### src/rtl/align_ar_scheduler_if.sv
// AR/R handshake bundle between the vector-load requesters, the scheduler and the memory read port.
interface align_ar_scheduler_if #(
  parameter int unsigned NumReq       = 2,
  parameter int unsigned AxiAddrWidth = 64
) ();
  logic [NumReq-1:0]              req_ar_valid_i;
  logic [NumReq-1:0]              req_ar_ready_o;
  logic [NumReq*AxiAddrWidth-1:0] req_ar_addr_i;
  logic [NumReq*8-1:0]            req_ar_len_i;
  logic                           mem_ar_valid_o;
  logic                           mem_ar_ready_i;
  logic [AxiAddrWidth-1:0]        mem_ar_addr_o;
  logic [7:0]                     mem_ar_len_o;
  logic                           mem_r_valid_i;
  logic                           mem_r_last_i;
  logic                           mem_r_ready_o;
  logic [NumReq-1:0]              req_r_valid_o;
  logic [NumReq-1:0]              req_r_ready_i;

  modport slave (
    input  req_ar_valid_i, req_ar_addr_i, req_ar_len_i, mem_ar_ready_i,
           mem_r_valid_i, mem_r_last_i, req_r_ready_i,
    output req_ar_ready_o, mem_ar_valid_o, mem_ar_addr_o, mem_ar_len_o,
           mem_r_ready_o, req_r_valid_o
  );

  modport master (
    output req_ar_valid_i, req_ar_addr_i, req_ar_len_i, mem_ar_ready_i,
           mem_r_valid_i, mem_r_last_i, req_r_ready_i,
    input  req_ar_ready_o, mem_ar_valid_o, mem_ar_addr_o, mem_ar_len_o,
           mem_r_ready_o, req_r_valid_o
  );
endinterface

### src/rtl/align_ar_scheduler.sv
// Round-robin AR sharing with an in-order burst tracker that steers R beats and alignment shifts.
// Optional beat-count checking is enabled by defining ALIGN_SCHED_LEN_CHECK_EN.
module align_ar_scheduler #(
  parameter int unsigned NumReq         = 2,
  parameter int unsigned AxiAddrWidth   = 64,
  parameter int unsigned AxiDataWidth   = 256,
  parameter int unsigned NumOutstanding = 8,
  localparam int unsigned NumStages     = $clog2(AxiDataWidth/8)
) (
  input  logic                 clk_i,
  input  logic                 rst_ni,
  align_ar_scheduler_if.slave  bus_if,
  output logic [NumStages-1:0] shift_en_o,
  output logic                 shift_valid_o,
  output logic                 len_err_o
);

  localparam int unsigned PtrW = $clog2(NumOutstanding);
  localparam int unsigned CntW = PtrW + 1;
  localparam int unsigned OwnW = $clog2(NumReq);

  logic [OwnW-1:0]      owner_mem_r [NumOutstanding];
  logic [NumStages-1:0] off_mem_r   [NumOutstanding];
  logic [7:0]           len_mem_r   [NumOutstanding];
  logic [PtrW-1:0]      wptr_r, rptr_r;
  logic [CntW-1:0]      cnt_r;
  logic [OwnW-1:0]      rr_ptr_r, lock_idx_r;
  logic                 lock_r;

  logic                 full_s, empty_s, win_vld_s, ar_valid_s, push_s;
  logic                 r_ready_s, r_hs_s, pop_s;
  logic [OwnW-1:0]      win_idx_s, head_owner_s;
  logic [7:0]           head_len_s;
  logic [AxiAddrWidth-1:0] win_addr_s;
  logic [7:0]           win_len_s;
  int                   k_s;

  assign full_s       = (cnt_r == CntW'(NumOutstanding));
  assign empty_s      = (cnt_r == {CntW{1'b0}});
  assign head_owner_s = owner_mem_r[rptr_r];
  assign head_len_s   = len_mem_r[rptr_r];

  // Winner selection: a locked grant wins outright, otherwise first valid requester from rr pointer.
  always_comb begin
    win_vld_s = 1'b0;
    win_idx_s = {OwnW{1'b0}};
    k_s       = 0;
    if (lock_r) begin
      win_vld_s = 1'b1;
      win_idx_s = lock_idx_r;
    end else begin
      for (int i = int'(NumReq) - 1; i >= 0; i--) begin
        k_s = (int'(rr_ptr_r) + i) % int'(NumReq);
        if (bus_if.req_ar_valid_i[k_s]) begin
          win_vld_s = 1'b1;
          win_idx_s = OwnW'(k_s);
        end else begin
          win_vld_s = win_vld_s;
        end
      end
    end
  end

  assign ar_valid_s = win_vld_s && !full_s;
  assign push_s     = ar_valid_s && bus_if.mem_ar_ready_i;

  // Steer the winner's request onto the memory AR channel and return ready to it alone.
  always_comb begin
    win_addr_s            = {AxiAddrWidth{1'b0}};
    win_len_s             = 8'd0;
    bus_if.req_ar_ready_o = {NumReq{1'b0}};
    if (win_vld_s) begin
      win_addr_s = bus_if.req_ar_addr_i[int'(win_idx_s)*int'(AxiAddrWidth) +: AxiAddrWidth];
      win_len_s  = bus_if.req_ar_len_i[int'(win_idx_s)*8 +: 8];
    end else begin
      win_addr_s = {AxiAddrWidth{1'b0}};
    end
    if (push_s) begin
      bus_if.req_ar_ready_o[win_idx_s] = 1'b1;
    end else begin
      bus_if.req_ar_ready_o = {NumReq{1'b0}};
    end
  end

  assign bus_if.mem_ar_valid_o = ar_valid_s;
  assign bus_if.mem_ar_addr_o  = win_addr_s;
  assign bus_if.mem_ar_len_o   = win_len_s;

  // Route R beats to the head burst's owner; an empty tracker stalls the memory side.
  always_comb begin
    bus_if.req_r_valid_o = {NumReq{1'b0}};
    r_ready_s            = 1'b0;
    shift_en_o           = {NumStages{1'b0}};
    if (!empty_s) begin
      bus_if.req_r_valid_o[head_owner_s] = bus_if.mem_r_valid_i;
      r_ready_s                          = bus_if.req_r_ready_i[head_owner_s];
      shift_en_o                         = off_mem_r[rptr_r];
    end else begin
      r_ready_s = 1'b0;
    end
  end

  assign bus_if.mem_r_ready_o = r_ready_s;
  assign shift_valid_o        = !empty_s;
  assign r_hs_s               = bus_if.mem_r_valid_i && r_ready_s;
  assign pop_s                = r_hs_s && bus_if.mem_r_last_i;

  // Tracker FIFO, occupancy, round-robin pointer and AR grant lock.
  always_ff @(posedge clk_i or negedge rst_ni) begin
    if (!rst_ni) begin
      wptr_r     <= {PtrW{1'b0}};
      rptr_r     <= {PtrW{1'b0}};
      cnt_r      <= {CntW{1'b0}};
      rr_ptr_r   <= {OwnW{1'b0}};
      lock_idx_r <= {OwnW{1'b0}};
      lock_r     <= 1'b0;
      for (int i = 0; i < int'(NumOutstanding); i++) begin
        owner_mem_r[i] <= {OwnW{1'b0}};
        off_mem_r[i]   <= {NumStages{1'b0}};
        len_mem_r[i]   <= 8'd0;
      end
    end else begin
      if (push_s) begin
        owner_mem_r[wptr_r] <= win_idx_s;
        off_mem_r[wptr_r]   <= win_addr_s[NumStages-1:0];
        len_mem_r[wptr_r]   <= win_len_s;
        wptr_r              <= wptr_r + 1'b1;
        rr_ptr_r            <= (win_idx_s == OwnW'(NumReq - 1)) ? {OwnW{1'b0}} : win_idx_s + 1'b1;
        lock_r              <= 1'b0;
      end else if (ar_valid_s) begin
        lock_r     <= 1'b1;
        lock_idx_r <= win_idx_s;
      end else begin
        lock_r <= lock_r;
      end
      if (pop_s) begin
        rptr_r <= rptr_r + 1'b1;
      end else begin
        rptr_r <= rptr_r;
      end
      case ({push_s, pop_s})
        2'b10:   cnt_r <= cnt_r + 1'b1;
        2'b01:   cnt_r <= cnt_r - 1'b1;
        default: cnt_r <= cnt_r;
      endcase
    end
  end

`ifdef ALIGN_SCHED_LEN_CHECK_EN
  logic [7:0] beat_cnt_r;
  logic       len_err_r;

  // Count beats of the head burst and flag a last that disagrees with the recorded length.
  always_ff @(posedge clk_i or negedge rst_ni) begin
    if (!rst_ni) begin
      beat_cnt_r <= 8'd0;
      len_err_r  <= 1'b0;
    end else if (r_hs_s) begin
      if (bus_if.mem_r_last_i) begin
        beat_cnt_r <= 8'd0;
        len_err_r  <= len_err_r | (beat_cnt_r != head_len_s);
      end else begin
        beat_cnt_r <= beat_cnt_r + 8'd1;
        len_err_r  <= len_err_r | (beat_cnt_r == head_len_s);
      end
    end else begin
      beat_cnt_r <= beat_cnt_r;
    end
  end

  assign len_err_o = len_err_r;
`else
  logic unused_len_s;
  assign unused_len_s = ^head_len_s;
  assign len_err_o    = 1'b0;
`endif

endmodule

### src/flat_wrapper.sv
// flat-port wrapper written by rule: the top's interface ports become plain ports
module align_ar_scheduler_flat 
#(
  parameter int unsigned NumReq         = 2,
  parameter int unsigned AxiAddrWidth   = 64,
  parameter int unsigned AxiDataWidth   = 256,
  parameter int unsigned NumOutstanding = 8,
  localparam int unsigned NumStages     = $clog2(AxiDataWidth/8)
)
  (clk_i, rst_ni, shift_en_o, shift_valid_o, len_err_o, bus_if_req_ar_valid_i, bus_if_req_ar_addr_i, bus_if_req_ar_len_i, bus_if_mem_ar_ready_i, bus_if_mem_r_valid_i, bus_if_mem_r_last_i, bus_if_req_r_ready_i, bus_if_req_ar_ready_o, bus_if_mem_ar_valid_o, bus_if_mem_ar_addr_o, bus_if_mem_ar_len_o, bus_if_mem_r_ready_o, bus_if_req_r_valid_o);
  align_ar_scheduler_if #(.NumReq(NumReq), .AxiAddrWidth(AxiAddrWidth)) bus_if_i ();
  input  logic clk_i;
  input  logic rst_ni;
  output logic [NumStages-1:0] shift_en_o;
  output logic shift_valid_o;
  output logic len_err_o;
  input wire logic [$bits(bus_if_i.req_ar_valid_i)-1:0] bus_if_req_ar_valid_i;
  input wire logic [$bits(bus_if_i.req_ar_addr_i)-1:0] bus_if_req_ar_addr_i;
  input wire logic [$bits(bus_if_i.req_ar_len_i)-1:0] bus_if_req_ar_len_i;
  input wire logic [$bits(bus_if_i.mem_ar_ready_i)-1:0] bus_if_mem_ar_ready_i;
  input wire logic [$bits(bus_if_i.mem_r_valid_i)-1:0] bus_if_mem_r_valid_i;
  input wire logic [$bits(bus_if_i.mem_r_last_i)-1:0] bus_if_mem_r_last_i;
  input wire logic [$bits(bus_if_i.req_r_ready_i)-1:0] bus_if_req_r_ready_i;
  output wire logic [$bits(bus_if_i.req_ar_ready_o)-1:0] bus_if_req_ar_ready_o;
  output wire logic [$bits(bus_if_i.mem_ar_valid_o)-1:0] bus_if_mem_ar_valid_o;
  output wire logic [$bits(bus_if_i.mem_ar_addr_o)-1:0] bus_if_mem_ar_addr_o;
  output wire logic [$bits(bus_if_i.mem_ar_len_o)-1:0] bus_if_mem_ar_len_o;
  output wire logic [$bits(bus_if_i.mem_r_ready_o)-1:0] bus_if_mem_r_ready_o;
  output wire logic [$bits(bus_if_i.req_r_valid_o)-1:0] bus_if_req_r_valid_o;
  assign bus_if_i.req_ar_valid_i = bus_if_req_ar_valid_i;
  assign bus_if_i.req_ar_addr_i = bus_if_req_ar_addr_i;
  assign bus_if_i.req_ar_len_i = bus_if_req_ar_len_i;
  assign bus_if_i.mem_ar_ready_i = bus_if_mem_ar_ready_i;
  assign bus_if_i.mem_r_valid_i = bus_if_mem_r_valid_i;
  assign bus_if_i.mem_r_last_i = bus_if_mem_r_last_i;
  assign bus_if_i.req_r_ready_i = bus_if_req_r_ready_i;
  assign bus_if_req_ar_ready_o = bus_if_i.req_ar_ready_o;
  assign bus_if_mem_ar_valid_o = bus_if_i.mem_ar_valid_o;
  assign bus_if_mem_ar_addr_o = bus_if_i.mem_ar_addr_o;
  assign bus_if_mem_ar_len_o = bus_if_i.mem_ar_len_o;
  assign bus_if_mem_r_ready_o = bus_if_i.mem_r_ready_o;
  assign bus_if_req_r_valid_o = bus_if_i.req_r_valid_o;
  align_ar_scheduler #(.NumReq(NumReq), .AxiAddrWidth(AxiAddrWidth), .AxiDataWidth(AxiDataWidth), .NumOutstanding(NumOutstanding)) u_core (.clk_i(clk_i), .rst_ni(rst_ni), .bus_if(bus_if_i), .shift_en_o(shift_en_o), .shift_valid_o(shift_valid_o), .len_err_o(len_err_o));
endmodule
### config.mk
export PLATFORM = sky130hd
export DESIGN_NAME = align_ar_scheduler_flat
export DESIGN_NICKNAME = d
export VERILOG_FILES = /design/src/rtl/align_ar_scheduler_if.sv /design/src/rtl/align_ar_scheduler.sv /design/src/flat_wrapper.sv
export SDC_FILE = /design/constraint.sdc
export NUM_CORES = 1
export LEC_CHECK = 0
export ABC_AREA = 1
export CORE_MARGIN = 2
export CORE_UTILIZATION = 39
export CTS_CLUSTER_SIZE = 20
export DETAILED_ROUTE_END_ITERATION = 8
export MAX_ROUTING_LAYER = met4
export PLACE_DENSITY = 0.93
export SYNTH_ARGS = -nofsm -noshare
export SYNTH_HDL_FRONTEND = slang
export SYNTH_SLANG_ARGS = --single-unit
### constraint.sdc
create_clock -name clk_i -period 3.3 [get_ports clk_i]
set_input_delay 0.33 -clock clk_i [delete_from_list [all_inputs] [get_ports clk_i]]
set_output_delay 0.33 -clock clk_i [all_outputs]
set_load 0.05 [all_outputs]
==> metrics.md, run 1 <==
| Metric | Value |
|---|---|
| Post-synth EDFFs | 0 |
| H-tree levels | 3 |
| Width of the chip | 107 microns |
| Asr flop ratio synth | 1.00 |
| Root Driver | clkbuf_8 |
| I/O Buffers | 236 |
| CTS Sinks | 61 |
| Synthesized area per cell | 6.57 sq um |
| DPL Wire Length | around 14000 microns |
| CTS buffer count | 9 |
| Io pins | 238 |
| Mapped cell area | roughly 0.0042 sq mm |
| Clk buf depth | 2 |
| Ys flop type | dfrtp_1 |
| Sequential fraction of the synthesis area | 0.366 |
| Status | aborted with a tool error |
| Fail Step | detailed routing |
| Mapped Nets | 793 |
| Die Span Y | 107 microns |
| Global Route Usage Sum | 0.335 |
| Setup Fix Bufs, Post-CTS | 0 |
| Cell variety after synth | 29 |
| Initial Utilization | 0.402 |
| Global placement routability congestion | 0.982 |
| Post-synthesis register bit count | 61 |
| Post-CTS sizing | 0 |
| Vias in the first global route | 5428 |
| Global-route wire length before repair | 28600 microns |
| Hold_buf cts | 0 |
| Initial antenna violation count | 0 |
| Yosys warnings | 0 |
| Dpl cells | 981 |
| Placement Rows | 37 |
| Largest net degree at the start of global routing | between 80 and 90 |
| Synth Instances | 634 |
| Post-placement cell area | 0.00736 sq mm |
| Grt ovf | 0 |
| Stop err | [ERROR DRT-0255] Maze Route cannot find path of net clk_i in worker of routeBox ( 96600 0 ) ( 107345 48300 ). |
[per-layer routing]
| metal | track usage |
|---|---|
| met1 | 0.379 |
| met2 | 0.555 |
| met3 | 0.110 |
| met4 | 0.124 |
| met5 | - |
[stage by stage]
stage | util | worst slack [ns]
global route | 0.729 | 0.216
CTS | 0.729 | 0.398
detailed placement | 0.710 | 0.602
global placement | 0.710 | 0.633
floorplan | - | 0.579
[synth_stat cells, types with 4 or more instances]
cell,count,area share
nor2_1,152,0.14
o21ai_0,139,0.17
nand2_1,111,0.10
dfrtp_1,61,0.37
inv_1,51,0.046
clkbuf_1,26,0.023
a21oi_1,21,0.025
nand3_1,16,0.019
o21ai_2,7,0.015
buf_2,6,0.0072
a31oi_1,5,0.0075
ha_1,5,0.015
nor2_2,5,0.0075
xor2_1,4,0.0084
[logic make-up after synthesis]
| kind of cell | after synthesis | synth area share |
|---|---|---|
| AND/OR/NAND/NOR | 294 | 0.291 |
| adder cells (fa/ha/maj) | 6 | 0.0198 |
| other | 1 | 0.000900 |
| AO/OA/AOI/OAI | 174 | 0.217 |
| flip-flops | 61 | 0.366 |
| XOR/XNOR | 5 | 0.0105 |
| buffers and inverters | 93 | 0.0946 |
==> run 2: changes to the inputs <==
--- a/config.mk
+++ b/config.mk
@@ -7,11 +7,9 @@
 export LEC_CHECK = 0
 export ABC_AREA = 1
 export CORE_MARGIN = 2
-export CORE_UTILIZATION = 39
-export CTS_CLUSTER_SIZE = 20
+export CORE_UTILIZATION = 25
 export DETAILED_ROUTE_END_ITERATION = 8
-export MAX_ROUTING_LAYER = met4
-export PLACE_DENSITY = 0.93
+export PLACE_DENSITY_LB_ADDON = 0.15
 export SYNTH_ARGS = -nofsm -noshare
 export SYNTH_HDL_FRONTEND = slang
 export SYNTH_SLANG_ARGS = --single-unit
==> run 2 against run 1 <==
The run now ends clean. Synthesized cell count unchanged. Area after synthesis unchanged. Global-route usage decreased by 13 points.
==> metrics.md, run 2 <==
| Metric | Value |
|---|---|
| Number of flip-flops in the largest register | 40 |
| Core Footprint | 0.0164 sq mm |
| Maximum clock rate | 320 MHz |
| Compound-Gate Fraction of Synth Area | 0.217 (unchanged) |
| WL/cell | 16.9 microns |
| Post-synth EDFFs | 0 (unchanged) |
| Via count | between 4000 and 5000 |
| Clk_skew | between 0.005 and 0.006 ns |
| Global-route wire length before repair | 28000 microns (-2.1%) |
| Yosys warnings | 0 (unchanged) |
| LEAKAGE | 3.58 nW |
| Root Driver | clkbuf_16 |
| Logic pwr share | 0.725 |
| Io pins | 238 (unchanged) |
| Simple logic cell fraction of the synthesized area | 0.291 (unchanged) |
| H-tree levels | 3 (unchanged) |
| Cell variety after synth | 29 (unchanged) |
| Setup crit start | u_core.rptr_r[1] |
| Layout cells sized above 1 | 0.153 |
| Synthesized area per cell | 6.57 sq um (unchanged) |
| Width of the chip | 133 microns (+24%) |
| Multi-input gate area | 0.00226 sq mm |
| Ys flop type | dfrtp_1 |
| Worst Reg-to-Reg Cells | 16 |
| Initial Utilization | 0.254 (-0.148) |
| Final Max Slew Viols | 0 |
| CTS buffer count | 9 (unchanged) |
| Max-Cap Viols | 0 |
| Critical path class | flip-flop to output port |
| Post-synthesis register bit count | 61 (unchanged) |
| CP Launch Type | flip-flop |
| WP data arrival | between 2 and 3 ns |
| Routed Antenna Nets | 0 |
| Placement Rows | 47 (+27%) |
| Synth top area share | 0.366 (unchanged) |
| Final hold slack | 0.492 ns |
| Sw Share | 0.510 |
| Synth top area cells | dfrtp_1 37%, o21ai_0 17%, nor2_1 14% |
| Peak supply drop | 0.632 mV |
| Most common cell in the synthesized netlist | nor2_1 |
| XOR/XNOR Fraction of Synth Area | 0.0105 (unchanged) |
| Min cycle time layout | 3.12 ns |
| Vias per cell | 4.52 |
| Mapped Nets | 793 (unchanged) |
| Most frequent cells in the layout | 156 x clkdlybuf4s50_1, 152 x nor2_1, 138 x o21ai_0 |
| Critical Path Sink | shift_en_o[3] |
| Synth Instances | 634 (unchanged) |
| Worst r2r src | u_core.rptr_r[1] |
| Nets | 1015 |
| Critical path, cell by cell | inv_1, a21oi_1, o21ai_0, nand3_1, nand2_1, a31oi_1, clkdlybuf4s50_1 |
| CTS clk-pin slew, worst paths | 0.05 ns |
| Net switching power | roughly 0.0043 W |
| CTS Sinks | 61 (unchanged) |
| Initial antenna violation count | 2 (+2) |
| Levels on crit path | 7 |
| Clk pwr share | 0.117 |
| Worst-Margin Slew | 0.873 ns |
| Clk Latency, worst-skew pair | 0.33 ns |
| Final Setup Violations | 0 |
| Synth Area in Adders | 0.0198 (unchanged) |
| Slew HR | 0.418 |
| CTS tree | yes |
| I/O Buffers | 236 (unchanged) |
| Die area | approximately 0.018 sq mm |
| Die Span Y | 133 microns (+24%) |
| Fillers | 1600 |
| Start point of the worst min-delay path | u_core.lock_idx_r |
| Tcrit/Tclk final | 0.946 |
| Global placement routability congestion | 0.850 (-13%) |
| Delay-heaviest family, CP | buffers and inverters |
| Grt ovf | 0 (unchanged) |
| Worst hold path type | flip-flop to flip-flop |
| Critical R2R Capture | u_core.cnt_r[3] |
| Setup Fix Bufs, Post-CTS | 0 (unchanged) |
| Asr flop ratio synth | 1.00 (unchanged) |
| FF+latch area | 0.00153 sq mm |
| DPL Wire Length | 14400 microns (+0.87%) |
| Largest stage delay, worst path | 0.84 ns |
| Synth area leader | dfrtp_1 |
| Worst Path Buf+Inv | 2 |
| Unrepaired setup endpoints after global routing | no |
| Largest net degree at the start of global routing | 73 (-12%) |
| Iteration-0 DRC Markers | around 220 |
| Slowest cell on crit path | clkdlybuf4s50_1 |
| Fin Setup TNS | 0 ns |
| Sequential fraction of the synthesis area | 0.366 (unchanged) |
| DR DRC count | 0 |
| Multiplexer share of the synthesized area | 0 (unchanged) |
| Clk buf depth | 2 (unchanged) |
| Critical Path Fanout Max | 15 |
| Worst EP required | 2.97 ns |
| Internal Power | 0.00408 W |
| Largest regs | u_core.off_mem_r (40), u_core.owner_mem_r (8), u_core.cnt_r (4) |
| Crit. End Element | output port |
| Global Route Usage Sum | 0.208 (-0.127) |
| R2r setup slk | ~0.39 ns |
| Power share of the sequential group | 0.158 |
| Hold violation count in the final report | 0 |
| Status | finished clean |
| Area Overhead vs Synth | 86.9% |
| PwrDens | 1070 mW/mm^2 |
| Mapped cell area | 0.00417 sq mm (unchanged) |
| Largest family of logic cells by synthesized area | simple AND/OR/NAND/NOR gates |
| Total iterations of the first detailed-routing run | 4 |
| WL final | 18300 microns |
| Commonest non-fill, non-tap cell in the layout | clkdlybuf4s50_1 |
| Vias in the first global route | 4884 (-10%) |
| Top cells by count, synth | 152 x nor2_1, 139 x o21ai_0, 111 x nand2_1 |
| Most flop-heavy register | u_core.off_mem_r |
-- run 2: worst min-delay path by stage --
stage                              endpoint  slack [ns]  cells past startpoint
after detailed placement    u_core.cnt_r[1]        0.33                      1
final                     u_core.lock_idx_r        0.49                      2
after CTS                 u_core.lock_idx_r        0.49                      2
after floorplan             u_core.cnt_r[0]        0.03                      0
after global placement      u_core.cnt_r[1]        0.33                      1
after global routing      u_core.lock_idx_r        0.51                      2
-- run 2: cell families (layout without fill, tap and decap cells) --
logic type,Yosys count,in the layout
and+or+nand+nor,294,294
AOI/OAI and AO/OA,174,174
xor gates and xnor gates,5,5
DFF,61,61
adders and majority gates,6,6
other,1,3
buffers and inverters,93,320
-- run 2: repair_timing --
item | 4_1_cts | 5_1_grt
endpoints found under the hold margin | 20 | 0
hold buffers | 1 | 0
setup endpoints to repair | 0 | 2
gates resized for setup | 0 | 2
-- run 2: final cells by class --
type | instances | area share
sequential | 61 | 0.196
inverter | 53 | 0.0256
timing repair buffer | 251 | 0.412
clock buffer | 12 | 0.0342
tap | 220 | 0.0354
clock inverter | 4 | 0.00579
antenna | 2 | 0.000643
multi-input combinational | 480 | 0.290
-- run 2: layer usage --
layer  global-route usage  up-vias  routed length (microns)
met2                0.352      180                     9000
li1                     -     2475                        -
met4               0.0597        0                      297
met3               0.0854       18                     1770
met1                0.241     2223                     7230
met5                    0        -                        0
-- run 2: worst register-to-register path, delay by kind of cell (launching register included) --
kind	cells	cell delay, ns
compound gates	1	0.15
xor+xnor	1	0.14
fa+ha+maj	2	0.51
buf+inv	2	0.41
flops	1	0.66
simple gates	10	0.90
-- run 2: power groups by stage --
stage          sequential [W]  clock [W]  combinational, W
6_report              0.00131   0.000978           0.00604
5_1_grt               0.00135    0.00103           0.00648
4_1_cts               0.00131   0.000989           0.00611
3_5_place_dp          0.00132          0           0.00609
3_3_place_gp          0.00131          0           0.00608
2_1_floorplan         0.00122          0           0.00345
-- run 2: through the flow --
step                      setup slack, ns  total power (W)   util  area [sq um]  cells
after CTS                           0.157          0.00840  0.474          7770   1081
after global placement              0.472          0.00739  0.454          7450   1064
after global routing               0.0163          0.00886  0.474          7780   1083
after detailed placement            0.393          0.00741  0.454          7450   1064
after floorplan                     0.579          0.00467      -          4170    634
final                               0.177          0.00834  0.474          7780   1083
(Power assumes the default switching activity.)
==> run 3: changes to the inputs <==
--- a/config.mk
+++ b/config.mk
@@ -10,6 +10,7 @@
 export CORE_UTILIZATION = 25
 export DETAILED_ROUTE_END_ITERATION = 8
 export PLACE_DENSITY_LB_ADDON = 0.15
+export RECOVER_POWER = 50
 export SYNTH_ARGS = -nofsm -noshare
 export SYNTH_HDL_FRONTEND = slang
 export SYNTH_SLANG_ARGS = --single-unit
==> run 3 against run 2 <==
Die area stayed put. Setup slack worse by 0.026 ns. Non-clock buffer count stayed put. Clock skew is 0.0013 ns lower. Worst hold slack hardly changed. Combinational power is 1% lower. Power is 1.1% lower. Clock power hardly changed. Clock-buffer cell count stayed put. Sequential power hardly changed. Register-to-register slack worse by 0.03 ns. Critical endpoint unchanged. Highest routed layer unchanged.
==> metrics.md, run 3 (same netlist as run 2, synthesis figures left out) <==
| Metric | Value |
|---|---|
| Status | finished clean |
| Layout cells sized above 1 | 0.127 (-0.0267) |
| CTS tree | yes |
| Hold path cells | 2 (unchanged) |
| R2r setup slk | 0.36 ns (-0.03 ns) |
| Initial antenna violation count | 2 (unchanged) |
| Worst hold path type | flip-flop to flip-flop |
| Hold violation count in the final report | 0 (unchanged) |
| Largest stage delay, worst path | 0.84 ns (about the same) |
| Worst r2r src | u_core.rptr_r[1] |
| Commonest non-fill, non-tap cell in the layout | nor2_1 |
| CTS buffer count | 9 (unchanged) |
| Iteration-0 DRC Markers | 202 (-7.3%) |
| DPL Wire Length | 14400 microns (unchanged) |
| Fillers | 1619 (+1.2%) |
| Final Max Slew Viols | 0 (unchanged) |
| Logic pwr share | 0.722 (-0.003) |
| Min cycle time layout | 3.15 ns (+0.0256 ns) |
| Clk buf depth | 2 (unchanged) |
| Routed Antenna Nets | 0 (unchanged) |
| CTS clk-pin slew, worst paths | 0.05 ns (about the same) |
| Net switching power | 0.00421 W (-0.92%) |
| Unrepaired setup endpoints after global routing | no |
| Delay-heaviest family, CP | buffers and inverters |
| LEAKAGE | 3.52 nW (-1.7%) |
| WL/cell | 16.9 microns (about the same) |
| Most flop-heavy register | u_core.off_mem_r |
| Initial Utilization | 0.254 (unchanged) |
| Global placement routability congestion | 0.850 (unchanged) |
| Nets | 1015 (unchanged) |
| Global-route wire length before repair | 28000 microns (unchanged) |
| Most frequent cells in the layout | 159 x nor2_1, 156 x clkdlybuf4s50_1, 140 x o21ai_0 |
| Tcrit/Tclk final | 0.954 (+0.00777) |
| Fin Setup TNS | 0 ns (unchanged) |
| Width of the chip | 133 microns (unchanged) |
| Critical R2R Capture | u_core.cnt_r[3] |
| Io pins | 238 (unchanged) |
| Grt ovf | 0 (unchanged) |
| Clk Latency, worst-skew pair | 0.33 ns (about the same) |
| WHS Endpoint | u_core.lock_idx_r |
| Total iterations of the first detailed-routing run | 4 (unchanged) |
| Worst Reg-to-Reg Cells | 16 (unchanged) |
| Global Route Usage Sum | 0.208 (unchanged) |
| Worst Path Buf+Inv | 2 (unchanged) |
| I/O Buffers | 236 (unchanged) |
| Critical path class | flip-flop to output port |
| Start point of the worst min-delay path | u_core.lock_idx_r |
| Setup Fix Bufs, Post-CTS | 0 (unchanged) |
| Core Footprint | 0.0164 sq mm (unchanged) |
| Power share of the sequential group | 0.159 (about the same) |
| Number of flip-flops in the largest register | 40 (unchanged) |
| PwrDens | 1070 mW/mm^2 (+0.19%) |
| CP Launch Type | flip-flop |
| Root Driver | clkbuf_16 |
| Vias per cell | 4.51 (-0.16%) |
| Largest regs | u_core.off_mem_r (40), u_core.owner_mem_r (8), u_core.cnt_r (4) |
| Final Setup Violations | 0 (unchanged) |
| Design area | 0.00769 sq mm (-1.2%) |
| Slowest cell on crit path | clkdlybuf4s50_1 |
| Die area | 0.0177 sq mm (unchanged) |
| Critical path, cell by cell | inv_1, a21oi_1, o21ai_0, nand3_1, nand2_1, a31oi_1, clkdlybuf4s50_1 |
| Placement Rows | 47 (unchanged) |
| Crit. End Element | output port |
| DR DRC count | 0 (unchanged) |
| Peak supply drop | 0.631 mV (about the same) |
| Vias in the first global route | 4884 (unchanged) |
| CTS Sinks | 61 (unchanged) |
| Maximum clock rate | 318 MHz (-0.81%) |
| WP data arrival | 2.82 ns (+0.03 ns) |
| Die Span Y | 133 microns (unchanged) |
| Worst-Margin Slew | 1.28 ns (+0.406 ns) |
| WL final | 18300 microns (about the same) |
| Clk_skew | 0.00380 ns (-0.00132 ns) |
| Area Overhead vs Synth | 84.6% |
| Clk pwr share | 0.119 (+0.002) |
| Largest net degree at the start of global routing | 73 (unchanged) |
| Worst EP required | 2.97 ns (about the same) |
| Post-placement cell area | 0.00745 sq mm (unchanged) |
| Max-Cap Viols | 0 (unchanged) |
| Critical Path Fanout Max | 15 (unchanged) |
| Internal Power | 0.00403 W (-1.2%) |
| Via count | 4888 (-0.16%) |
| H-tree levels | 3 (unchanged) |
| Sw Share | 0.511 (+0.000679) |
| Slew HR | 0.147 (-0.271) |
| Setup crit start | u_core.rptr_r[1] |
run 3: cell types whose count changed in the layout (fill, tap and decap cells not counted), moves of 3 or more:
| cell | previous run | this run |
|---|---|---|
| clkbuf_1 | 0 | 10 |
| buf_4 | 17 | 8 |
| nor2_1 | 152 | 159 |
| nor2_2 | 5 | 2 |
| nor2_4 | 3 | 0 |
run 3: metrics by stage:
stage                     setup WS, ns  instances  total power, W  hold slack, ns  utilization
final                            0.152       1083         0.00825           0.492        0.469
after global routing            0.0163       1083         0.00878           0.510        0.469
after CTS                        0.157       1081         0.00840           0.492        0.474
after detailed placement         0.393       1064         0.00741           0.332        0.454
after global placement           0.472       1064         0.00739           0.327        0.454
after floorplan                  0.579        634         0.00467          0.0344            -
run 3: worst max path at each step:
stage,end,slack (ns),cells past startpoint
after global routing,shift_en_o[3],0.02,7
final,shift_en_o[3],0.15,7
after floorplan,u_core.cnt_r[3],0.58,13
after global placement,bus_if_mem_ar_addr_o[2],0.47,9
after CTS,shift_en_o[3],0.16,7
after detailed placement,u_core.cnt_r[3],0.39,16
run 3: power groups by stage:
stage / Combinational (W) / Clock (W) / Sequential, W
floorplan: 0.00345 / 0 / 0.00122
global placement: 0.00608 / 0 / 0.00131
detailed placement: 0.00609 / 0 / 0.00132
CTS: 0.00611 / 0.000989 / 0.00131
global route: 0.00639 / 0.00103 / 0.00135
finish: 0.00595 / 0.000978 / 0.00132
run 3: routing by layer:
metal	part of all wire	wire length, microns	global-route usage
met5	0	0	0
met3	0.095	1750	0.0854
met4	0.016	289	0.0597
met2	0.49	9000	0.352
met1	0.40	7250	0.241
run 3: timing repair:
| item | 4_1_cts | 5_1_grt |
|---|---|---|
| setup endpoints to repair | 0 | 2 |
| hold endpoints to repair | 20 | 0 |
| hold buffers | 1 | 0 |
| gates resized for setup | 0 | 2 |
run 3: worst reg2reg max path: stages, from the launching register on:
cell and delay [ns]:
dfrtp_1 0.67, inv_1 0.35, nand3_1 0.17, nand3_1 0.10
nand2_1 0.12, nand2_1 0.07, nand4_1 0.14, inv_1 0.07
ha_1 0.24, ha_1 0.28, nand2_1 0.07, nand2_1 0.04
a21oi_1 0.15, nor2_1 0.06, nor2_1 0.08, nand2_1 0.06
xor2_1 0.14
run 3: layout make-up:
cell class                      count  area [sq um]  share of cell area
Clock inverter                      4          45.0             0.00586
Clock buffer                       12           267              0.0347
Timing Repair Buffer              251          3180               0.413
Sequential cell                    61          1530               0.199
Multi-Input combinational cell    480          2190               0.285
Inverter                           53           199              0.0259
Tap cell                          220           275              0.0358
Antenna cell                        2          5.00            0.000651
